### config.mk
export PLATFORM = sky130hd
export DESIGN_NAME = mem_access_ctrl
export DESIGN_NICKNAME = d
export VERILOG_FILES = /design/src/rtl/mem_access_ctrl.sv
export SDC_FILE = /design/constraint.sdc
export NUM_CORES = 1
export LEC_CHECK = 0
export ABC_AREA = 0
export ABC_CLOCK_PERIOD_IN_PS = 3400
export BUFFER_PORTS_ARGS = -buffer_cell sky130_fd_sc_hd__clkbuf_2
export CORE_ASPECT_RATIO = 1.1
export CORE_UTILIZATION = 51
export CTS_CLUSTER_SIZE = 30
export DETAILED_ROUTE_END_ITERATION = 8
export PLACE_DENSITY = 0.85
export SLEW_MARGIN = 20
export SYNTH_ARGS = -nofsm -noshare
export SYNTH_HDL_FRONTEND = slang
export SYNTH_SLANG_ARGS = --single-unit
### constraint.sdc
create_clock -name clk -period 3.4 [get_ports clk]
set_clock_uncertainty 0.2 [all_clocks]
set_input_delay 1.02 -clock clk [delete_from_list [all_inputs] [get_ports clk]]
set_output_delay 1.02 -clock clk [all_outputs]
set_load 0.05 [all_outputs]
### src/rtl/mem_access_ctrl.sv
// Arbitrates the single-port unified memory between instruction fetch and data
// loads/stores, with data taking priority, and produces the pipeline stall.
module mem_access_ctrl #(
  parameter int MEM_LAT = 1
) (
  input  logic        clk,
  input  logic        rst,
  input  logic        if_req,
  input  logic [31:0] if_addr,
  output logic [31:0] if_rdata,
  output logic        if_valid,
  input  logic        d_read,
  input  logic        d_write,
  input  logic [2:0]  d_funct3,
  input  logic [31:0] d_addr,
  input  logic [31:0] d_wdata,
  output logic [31:0] d_rdata,
  output logic        d_done,
  output logic        d_fault,
  output logic        stall,
  output logic        mem_en,
  output logic [3:0]  mem_we,
  output logic [31:0] mem_addr,
  output logic [31:0] mem_wdata,
  input  logic [31:0] mem_rdata
);

  localparam int CW = $clog2(MEM_LAT + 1);

  typedef enum logic [2:0] {IDLE, D_ISSUE, D_WAIT, I_ISSUE, I_WAIT} state_t;

  state_t      r_state, w_state_n;
  logic [CW-1:0] r_cnt, w_cnt_n;
  logic [31:0] r_if_rdata, w_if_rdata_n;
  logic [31:0] r_d_rdata, w_d_rdata_n;
  logic [31:0] r_mem_addr, w_mem_addr_n;
  logic [31:0] r_mem_wdata, w_mem_wdata_n;
  logic [3:0]  r_mem_we, w_mem_we_n;
  logic        r_if_valid, w_if_valid_n;
  logic        r_d_done, w_d_done_n;
  logic        r_d_fault, w_d_fault_n;
  logic        r_mem_en, w_mem_en_n;

  logic        w_dreq, w_ireq, w_illegal;
  logic [1:0]  w_off;
  logic [3:0]  w_we;
  logic [31:0] w_wdata, w_load;
  logic [7:0]  w_byte;
  logic [15:0] w_half;
  logic        w_unused_ok;

  // A request still high during its own completion pulse is the one just served.
  assign w_dreq      = (d_read | d_write) & ~r_d_done;
  assign w_ireq      = if_req & ~r_if_valid;
  assign w_off       = d_addr[1:0];
  assign w_unused_ok = ^if_addr[1:0];

  assign stall     = (d_read | d_write) & ~r_d_done;
  assign if_rdata  = r_if_rdata;
  assign if_valid  = r_if_valid;
  assign d_rdata   = r_d_rdata;
  assign d_done    = r_d_done;
  assign d_fault   = r_d_fault;
  assign mem_en    = r_mem_en;
  assign mem_we    = r_mem_we;
  assign mem_addr  = r_mem_addr;
  assign mem_wdata = r_mem_wdata;

  always_comb begin
    w_illegal = 1'b0;
    if (d_read && d_write)
      w_illegal = 1'b1;
    else if (d_write && !(d_funct3 inside {3'b000, 3'b001, 3'b010}))
      w_illegal = 1'b1;
    else if (d_read && (d_funct3 inside {3'b011, 3'b110, 3'b111}))
      w_illegal = 1'b1;
    else if (d_funct3[1:0] == 2'b01 && d_addr[0])
      w_illegal = 1'b1;
    else if (d_funct3 == 3'b010 && w_off != 2'b00)
      w_illegal = 1'b1;
  end

  always_comb begin
    w_we    = 4'b1111;
    w_wdata = d_wdata;
    case (d_funct3[1:0])
      2'b00: begin
        w_we    = 4'b0001 << w_off;
        w_wdata = {4{d_wdata[7:0]}};
      end
      2'b01: begin
        w_we    = d_addr[1] ? 4'b1100 : 4'b0011;
        w_wdata = {2{d_wdata[15:0]}};
      end
      default: ;
    endcase
  end

  always_comb begin
    w_byte = mem_rdata[7:0];
    case (w_off)
      2'd1:    w_byte = mem_rdata[15:8];
      2'd2:    w_byte = mem_rdata[23:16];
      2'd3:    w_byte = mem_rdata[31:24];
      default: ;
    endcase
    w_half = d_addr[1] ? mem_rdata[31:16] : mem_rdata[15:0];
    case (d_funct3)
      3'b000:  w_load = {{24{w_byte[7]}}, w_byte};
      3'b001:  w_load = {{16{w_half[15]}}, w_half};
      3'b100:  w_load = {24'h0, w_byte};
      3'b101:  w_load = {16'h0, w_half};
      default: w_load = mem_rdata;
    endcase
  end

  // Next-state logic; mem_en and completion pulses default low so each lasts one cycle.
  always_comb begin
    w_state_n     = r_state;
    w_cnt_n       = r_cnt;
    w_if_rdata_n  = r_if_rdata;
    w_d_rdata_n   = r_d_rdata;
    w_mem_addr_n  = r_mem_addr;
    w_mem_wdata_n = r_mem_wdata;
    w_mem_we_n    = 4'b0000;
    w_mem_en_n    = 1'b0;
    w_if_valid_n  = 1'b0;
    w_d_done_n    = 1'b0;
    w_d_fault_n   = 1'b0;
    case (r_state)
      IDLE: begin
        if (w_dreq) begin
          if (w_illegal) begin
            w_d_done_n  = 1'b1;
            w_d_fault_n = 1'b1;
            w_d_rdata_n = 32'h0;
          end else begin
            w_state_n    = D_ISSUE;
            w_mem_en_n   = 1'b1;
            w_mem_addr_n = {d_addr[31:2], 2'b00};
            if (d_write) begin
              w_mem_we_n    = w_we;
              w_mem_wdata_n = w_wdata;
            end
          end
        end else if (w_ireq) begin
          w_state_n    = I_ISSUE;
          w_mem_en_n   = 1'b1;
          w_mem_addr_n = {if_addr[31:2], 2'b00};
        end
      end
      D_ISSUE: begin
        w_cnt_n = CW'(MEM_LAT);
        if (d_write) begin
          w_d_done_n = 1'b1;
          w_state_n  = IDLE;
        end else begin
          w_state_n = D_WAIT;
        end
      end
      I_ISSUE: begin
        w_cnt_n   = CW'(MEM_LAT);
        w_state_n = I_WAIT;
      end
      D_WAIT: begin
        w_cnt_n = r_cnt - CW'(1);
        if (r_cnt == CW'(1)) begin
          w_d_rdata_n = w_load;
          w_d_done_n  = 1'b1;
          w_state_n   = IDLE;
        end
      end
      I_WAIT: begin
        w_cnt_n = r_cnt - CW'(1);
        if (r_cnt == CW'(1)) begin
          w_if_rdata_n = mem_rdata;
          w_if_valid_n = 1'b1;
          w_state_n    = IDLE;
        end
      end
      default: w_state_n = IDLE;
    endcase
  end

  always_ff @(posedge clk) begin
    if (rst) begin
      r_state     <= IDLE;
      r_cnt       <= '0;
      r_if_rdata  <= 32'h0;
      r_d_rdata   <= 32'h0;
      r_mem_addr  <= 32'h0;
      r_mem_wdata <= 32'h0;
      r_mem_we    <= 4'b0000;
      r_mem_en    <= 1'b0;
      r_if_valid  <= 1'b0;
      r_d_done    <= 1'b0;
      r_d_fault   <= 1'b0;
    end else begin
      r_state     <= w_state_n;
      r_cnt       <= w_cnt_n;
      r_if_rdata  <= w_if_rdata_n;
      r_d_rdata   <= w_d_rdata_n;
      r_mem_addr  <= w_mem_addr_n;
      r_mem_wdata <= w_mem_wdata_n;
      r_mem_we    <= w_mem_we_n;
      r_mem_en    <= w_mem_en_n;
      r_if_valid  <= w_if_valid_n;
      r_d_done    <= w_d_done_n;
      r_d_fault   <= w_d_fault_n;
    end
  end

endmodule

==> results of run 1 <==
## area by class of cell
class / instances / area share, %
multi-input combinational: 485 / 36.3
sequential: 138 / 34.0
timing repair buffer: 281 / 17.9
clock buffer: 21 / 5.79
tap: 150 / 2.31
clock inverter: 11 / 2.07
inverter: 34 / 1.57
## path summary, 6_finish.rpt
check / slack, ns / cells past startpoint / endpoint / start
worst min-delay path: 0.25 / 2 / if_rdata[25] / if_rdata[25]
worst max register to register: 0.87 / 4 / d_rdata[16] / r_state[2]
worst max-delay path: 0.40 / 5 / stall / d_read
worst min register to register: 0.25 / 2 / if_rdata[25] / if_rdata[25]
## flip-flops by register name (all words and copies together), names as in the netlist
name       cells
d_done         1
d_fault        1
d_rdata       32
if_rdata      32
if_valid       1
mem_addr      30
mem_en         1
mem_wdata     32
mem_we         4
r_cnt          1
r_state        3
## routing by layer
| layer | GRT usage (%) | vias to the layer above | wire length, µm |
|---|---|---|---|
| met4 | 11.0 | 0 | 464 |
| li1 | - | 3002 | - |
| met3 | 6.64 | 35 | 1290 |
| met1 | 33.7 | 2800 | 7440 |
| met2 | 47.5 | 284 | 8600 |
| met5 | 0 | - | 0 |
## synthesized netlist by cell type, types with 3 or more instances
library cell and count:
mux2i_1 40, o21ai_0 23, buf_6 13, a21o_1 3, and3_1 30, a311oi_1 8
o2bb2ai_1 8, dfxtp_1 138, a221o_2 16, a211oi_1 9, nor2_1 56, nand2_1 152
inv_1 32, nand2b_1 4, a21oi_1 47, nor3b_1 5, nor3_1 6, buf_2 7
a22o_1 6, clkbuf_1 33, buf_4 6, a221oi_1 36
## worst reg2reg max path: stages, from the launching register on
cell      delay, ns
dfxtp_1        0.41
nand2b_4       0.21
or3_1          0.54
nor4b_4        0.89
a221o_2        0.23
## power groups by stage
stage	logic, mW	clock network (mW)	registers (mW)
2_1_floorplan	0.636	0	2.31
3_3_place_gp	1.39	0	1.87
3_5_place_dp	1.40	0	1.88
4_1_cts	1.41	1.98	1.84
5_1_grt	1.50	2.05	1.86
6_report	1.40	1.96	1.84
## stage by stage
| stage | instances | worst slack [ns] | instance area [µm²] |
|---|---|---|---|
| floorplan | 719 | 0.405 | 6210 |
| global placement | 1088 | 0.256 | 7480 |
| detailed placement | 1088 | 0.233 | 7480 |
| CTS | 1120 | 0.405 | 8120 |
| global route | 1120 | 0.367 | 8120 |
| finish | 1120 | 0.403 | 8120 |
## logic make-up (layout without fill, tap and decap cells)
family / count (synthesis) / count (layout) / synth area share (%)
DFF: 138 / 138 / 44.5
other: 1 / 2 / 0.0604
AOI/OAI and AO/OA: 169 / 169 / 20.4
muxes: 42 / 42 / 7.18
buffers and inverters: 96 / 347 / 8.06
and+or+nand+nor: 272 / 272 / 19.8
==> impl_metrics.toml, run 1 <==
[timing]
finalHoldViolations = 0
setup_viol = 0
drv_slew = 0
period_needed_ns = 3.00
rsz0062_at_grt = "false"
whs_ns = 0.252
fin_setup_tns_ns = 0
period_share_pct = 88.2
max_slew_margin_pct = 36.4
worst-slew-pin-transition_ns = 0.949
max_freq_ghz = 0.334

[floorplan]
row_count = 41
start_util_pct = 53.3
ios = 273
dieWidth_um = 107
coreArea_um2 = 11600
die_y_um = 118
die_area_um2 = 12600

[critical_path]
critical_path_class = "in -> out"
path_common_cell = "clkbuf_2"
max_stage_delay_ns = 0.28
crit_arrival_ns = 1.78
crit_family = "buffers and inverters"
cp_max_fo = 4
slowest_stage = "clkbuf_2"
worst-path-buf-inv = 3
end_kind = "output pin"
crit_path_start_kind = "input pin"
crit_required_ns = 2.18
crit_chain = "clkbuf_2, nor2_1, or2_1, inv_2, clkbuf_2"

[clock_network]
cts_made_buffers = 17
cts_resized = 0
postCtsSetupBuffers = 0
clockBufferDepth = 2
cts.clk_slew.worst_paths_ns = 0.06
cts_hold_buf = 0
clkLatencyLatePin_ns = 0.41
cts_root_buf = "clkbuf_16"
cts_sinks = 138
cts_tree = "built"
htreeDepth = 4

[power_and_ir_drop]
seq_power_share_pct = 35.4
peakVddDrop_mv = 0.363
p_per_area_nw_per_um2 = 641
leakage_nw = 3.75
finalPower_mw = 5.20
clkPwrFrac_pct = 37.6
p_int_mw = 3.46
swShare_pct = 33.4
combPwrFrac_pct = 26.9
p_sw_mw = 1.74

[synth]
syn_area_um2 = 6210
ys_seq_area_share_pct = 44.5
synth.distinct_cells = 54
synth_async_sr_flop_share_pct = 0
synth.avg_cell_area_um2 = 8.65
syn_inst = 718
synth_seq_cells = 138
synth_edf_count = 0
synth_area_leaders = "dfxtp_1 (45%), nand2_1 (9.2%), mux2i_1 (6.5%)"
synth.largest_area_cell = "dfxtp_1"
ys.flop_type = "dfxtp_1"
synth.top_cell.area_share_pct = 44.5
yosysWarnings = 0

[cells_and_area]
drive_gt1_share_pct = 35.6
multi_input_area_um2 = 2950
fin_nets = 1093
fill_cells = 1004
finish.utilization_pct = 69.7
final_cell_mix = "clkbuf_2 (267), nand2_1 (152), dfxtp_1 (138), nor2_1 (56), a21oi_1 (47)"
seqCellArea_um2 = 2760
antenna_cells = 0
final_common_cell = "clkbuf_2"
area_delta_synth_final_pct = 30.8

[routing]
viasPerCell = 5.47
totalWireLength_mm = 17.8
drtIter0Drc = 368
ant_nets = 0
drc_errors = 0
routedWlPerCell_um = 15.9
num_vias = 6121
drtPass1Iterations = 7

[placed_design]
globalplace.congestion = 0.832
io_buffers = 268
post-dp-hpwl_mm = 12.9

[global_route]
grt_start_max_net_pins = 58
grt_first_pass_wirelength_mm = 28.0
grt_pass1_vias = 5627
grt_use_total_pct = 27.9
antenna_found_initial = 0
grt_overflow = 0

[worst_hold_path]
hold_path_class = "reg -> reg"

[run]
drv_cap = 0

[outcome]
outcome = "finished clean"
No activity file was read; power rests on OpenSTA's default activity.
==> inputs of run 2 (changes only) <==
--- a/config.mk
+++ b/config.mk
@@ -6,7 +6,7 @@
 export NUM_CORES = 1
 export LEC_CHECK = 0
 export ABC_AREA = 0
-export ABC_CLOCK_PERIOD_IN_PS = 3400
+export ABC_CLOCK_PERIOD_IN_PS = 3500
 export BUFFER_PORTS_ARGS = -buffer_cell sky130_fd_sc_hd__clkbuf_2
 export CORE_ASPECT_RATIO = 1.1
 export CORE_UTILIZATION = 51
==> constraint.sdc (replaced) <==
create_clock -name clk -period 3.5 [get_ports clk]
set_clock_uncertainty 0.2 [all_clocks]
set_input_delay 1.05 -clock clk [delete_from_list [all_inputs] [get_ports clk]]
set_output_delay 1.05 -clock clk [all_outputs]
set_load 0.05 [all_outputs]
==> impl_metrics.toml, run 2 (synthesis results as in run 1) <==
[outcome]
outcome = "finished clean"

[critical_path]
crit_required_ns = 2.25
crit_arrival_ns = 1.82
worstRegToRegCells = 4
end_kind = "output pin"
cp_max_fo = 4
crit_path_start_kind = "input pin"
critical_path_class = "in -> out"

[worst_hold_path]
hold_path_class = "reg -> reg"
whs_path_depth = 2

[global_route]
grt_use_total_pct = 28.0
grt_first_pass_wirelength_mm = 28.0
antenna_found_initial = 0
grt_pass1_vias = 5648
grt_overflow = 0
grt_start_max_net_pins = 57

[cells_and_area]
stdcell_count = 1119
final_common_cell = "clkbuf_2"
multi_input_area_um2 = 2950
final_cell_mix = "clkbuf_2 (267), nand2_1 (152), dfxtp_1 (138), nor2_1 (56), a21oi_1 (47)"
area_delta_synth_final_pct = 31.1
seqCellArea_um2 = 2760
antenna_cells = 0
drive_gt1_share_pct = 35.6
fin_nets = 1093
fill_cells = 961

[power_and_ir_drop]
leakage_nw = 3.76
p_per_area_nw_per_um2 = 626
combPwrFrac_pct = 26.8
p_sw_mw = 1.69
p_int_mw = 3.41
seq_power_share_pct = 35.1
clkPwrFrac_pct = 38.1
peakVddDrop_mv = 0.422
swShare_pct = 33.1
finalPower_mw = 5.09

[floorplan]
coreArea_um2 = 11600
dieWidth_um = 107
ios = 273
row_count = 41
die_y_um = 118
die_area_um2 = 12600
start_util_pct = 53.3

[clock_network]
cts_hold_buf = 0
cts_tree = "built"
cts_sinks = 138
clockBufferDepth = 2
htreeDepth = 4
cts_made_buffers = 17
postCtsSetupBuffers = 0
cts_root_buf = "clkbuf_16"
cts_resized = 0
cts.clk_slew.worst_paths_ns = 0.06
clkLatencyLatePin_ns = 0.41

[placed_design]
io_buffers = 268
post-dp-hpwl_mm = 12.7
globalplace.congestion = 0.852
dp.cells = 1088

[routing]
viasPerCell = 5.44
ant_nets = 0
drtPass1Iterations = 5
drtIter0Drc = 327
num_vias = 6086
totalWireLength_mm = 17.6
routedWlPerCell_um = 15.7
drc_errors = 0

[run]
drv_cap = 0

[timing]
rsz0062_at_grt = "false"
worst-slew-pin-transition_ns = 0.879
drv_slew = 0
max_freq_ghz = 0.326
setup_viol = 0
period_needed_ns = 3.07
max_slew_margin_pct = 41.1
finalHoldViolations = 0
fin_setup_tns_ns = 0
period_share_pct = 87.6
run 2: cell type report:
| cell class | count | area share (%) |
|---|---|---|
| inverters | 34 | 1.57 |
| clock inverters | 9 | 1.97 |
| clock buffers | 22 | 6.08 |
| repair buffers | 281 | 17.9 |
| well taps | 150 | 2.31 |
| flip-flops and latches | 138 | 34.0 |
| multi-input cells | 485 | 36.3 |
run 2: worst paths after layout:
check	from	endpoint	slack, ns
worst max-delay path	d_read	stall	0.43
worst min-delay path	if_rdata[24]	if_rdata[24]	0.25
worst max register to register	r_state[2]	d_rdata[28]	1.02
worst min register to register	if_rdata[24]	if_rdata[24]	0.25
run 2: routing by layer:
metal	share of wire (%)	global-route usage (%)	routed length (µm)
met5	0	0	0
met4	2.9	13.3	506
met3	7.0	7.03	1240
met2	47	45.5	8360
met1	43	34.3	7510
run 2: power by group through the flow:
stage,logic [mW],clock network [mW],registers (mW)
floorplan,0.618,0,2.25
global placement,1.35,0,1.81
detailed placement,1.36,0,1.82
CTS,1.37,1.97,1.79
global route,1.46,2.04,1.80
finish,1.37,1.94,1.79
run 2: stage by stage:
stage                     instance area, µm²  util [%]  hold slack (ns)  worst slack [ns]
after floorplan                         6210         -            0.316             0.445
after global placement                  7480      64.2            0.234             0.336
after detailed placement                7480      64.2            0.243             0.290
after CTS                               8140      69.9            0.256             0.431
after global routing                    8140      69.9            0.269             0.380
final                                   8140      69.9            0.252             0.434
run 2: critical path, stage by stage:
cell,delay [ns]
clkbuf_2,0.14
nor2_1,0.05
or2_1,0.23
inv_2,0.06
clkbuf_2,0.28
==> inputs of run 3 (changes only) <==
--- a/config.mk
+++ b/config.mk
@@ -7,12 +7,13 @@
 export LEC_CHECK = 0
 export ABC_AREA = 0
 export ABC_CLOCK_PERIOD_IN_PS = 3500
-export BUFFER_PORTS_ARGS = -buffer_cell sky130_fd_sc_hd__clkbuf_2
 export CORE_ASPECT_RATIO = 1.1
-export CORE_UTILIZATION = 51
+export CORE_UTILIZATION = 55
 export CTS_CLUSTER_SIZE = 30
 export DETAILED_ROUTE_END_ITERATION = 8
-export PLACE_DENSITY = 0.85
+export DONT_BUFFER_PORTS = 1
+export MAX_ROUTING_LAYER = met4
+export PLACE_DENSITY = 0.7
 export SLEW_MARGIN = 20
 export SYNTH_ARGS = -nofsm -noshare
 export SYNTH_HDL_FRONTEND = slang
==> impl_metrics.toml, run 3 (synthesis results as in run 1) <==
[outcome]
outcome = "finished clean"

[routing]
num_vias = 5146
totalWireLength_mm = 16.7
drtPass1Iterations = 4
viasPerCell = 6.09
drc_errors = 0
drtIter0Drc = 305
routedWlPerCell_um = 19.7
ant_nets = 0

[critical_path]
end_kind = "output pin"
cp_max_fo = 16
crit_arrival_ns = 1.71
crit_required_ns = 2.25
slowest_stage = "inv_2"
r2r-start = "d_done"
critical_path_class = "in -> out"
max_stage_delay_ns = 0.24
crit_path_start_kind = "input pin"
worst-path-buf-inv = 2
crit_family = "buffers and inverters"
crit_start = "d_write"
crit_chain = "nor2_1, or2_1, inv_2, buf_12"

[placed_design]
io_buffers = 0
post-dp-hpwl_mm = 11.7
globalplace.congestion = 0.854
placed_cell_area_um2 = 6120

[timing]
finalHoldViolations = 0
max_freq_ghz = 0.337
worst-slew-pin-transition_ns = 0.831
rsz0062_at_grt = "false"
fin_setup_tns_ns = 0
period_share_pct = 84.7
setup_viol = 0
drv_slew = 0
whs_ns = 0.393
max_slew_margin_pct = 44.4
period_needed_ns = 2.96

[global_route]
grt_use_total_pct = 28.3
grt_pass1_vias = 4623
grt_start_max_net_pins = 113
antenna_found_initial = 0
grt_first_pass_wirelength_mm = 24.6
grt_overflow = 0

[cells_and_area]
final_area_um2 = 6700
fill_cells = 969
multi_input_area_um2 = 2960
antenna_cells = 0
seqCellArea_um2 = 2760
drive_gt1_share_pct = 10.3
finish.utilization_pct = 61.1
area_delta_synth_final_pct = 7.96
final_common_cell = "nand2_1"
final_cell_mix = "nand2_1 (152), dfxtp_1 (138), nor2_1 (56), a21oi_1 (47), mux2i_1 (40)"
fin_nets = 821

[floorplan]
dieWidth_um = 103
coreArea_um2 = 11000
row_count = 40
die_area_um2 = 11700
ios = 273
start_util_pct = 56.6
die_y_um = 113

[power_and_ir_drop]
leakage_nw = 2.52
p_per_area_nw_per_um2 = 694
peakVddDrop_mv = 0.314

[worst_hold_path]
hold_path_class = "reg -> reg"
hold_start = "r_cnt"

[clock_network]
cts_tree = "built"
cts_root_buf = "clkbuf_16"
postCtsSetupBuffers = 0
htreeDepth = 4
cts_made_buffers = 17
cts_sinks = 138
cts.clk_slew.worst_paths_ns = 0.06
clockBufferDepth = 2
cts_resized = 0
cts_hold_buf = 0
clkLatencyLatePin_ns = 0.41

[run]
drv_cap = 0
==> run 3: layout make-up <==
cell class | count | share of cell area [%]
Multi-Input combinational cell | 485 | 44.1
Sequential cell | 138 | 41.2
Clock buffer | 19 | 6.46
Tap cell | 147 | 2.74
Clock inverter | 13 | 2.17
Inverter | 34 | 1.90
Timing Repair Buffer | 9 | 1.38
==> run 3: per-stage QoR <==
stage               std cells  power (mW)  setup WS [ns]
finish                    845        4.65          0.537
CTS                       845        4.68          0.527
detailed placement        813        2.94          0.515
floorplan                 719        2.87          0.445
global placement          813        2.91          0.197
global route              845        4.84          0.484
==> run 3: metal layers <==
layer / track usage (%) / vias up / part of all wire (%)
met5: - / - / 0
met4: 7.98 / 0 / 1.4
met3: 10.1 / 24 / 11
met2: 45.5 / 255 / 48
met1: 33.3 / 2413 / 39
li1: - / 2454 / -
==> run 3: worst min-delay path, cell delays in order (launching register included) <==
cell,delay [ns]
dfxtp_1,0.36
nand2b_4,0.12
a211oi_1,0.07
==> run 3: worst paths after layout <==
path | slack (ns) | to | cells past startpoint
min | 0.39 | r_cnt | 2
max | 0.54 | stall | 4
max reg2reg | 0.93 | mem_addr[26] | 5
min reg2reg | 0.39 | r_cnt | 2
==> run 3: report_power, final <==
part | total, mW | switching, mW | internal [mW] | leakage (nW)
sequential | 2.25 | 0.544 | 1.71 | 1.12
combinational | 0.659 | 0.376 | 0.283 | 1.14
clock | 1.74 | 0.686 | 1.05 | 0.263
total | 4.65 | 1.61 | 3.05 | 2.52
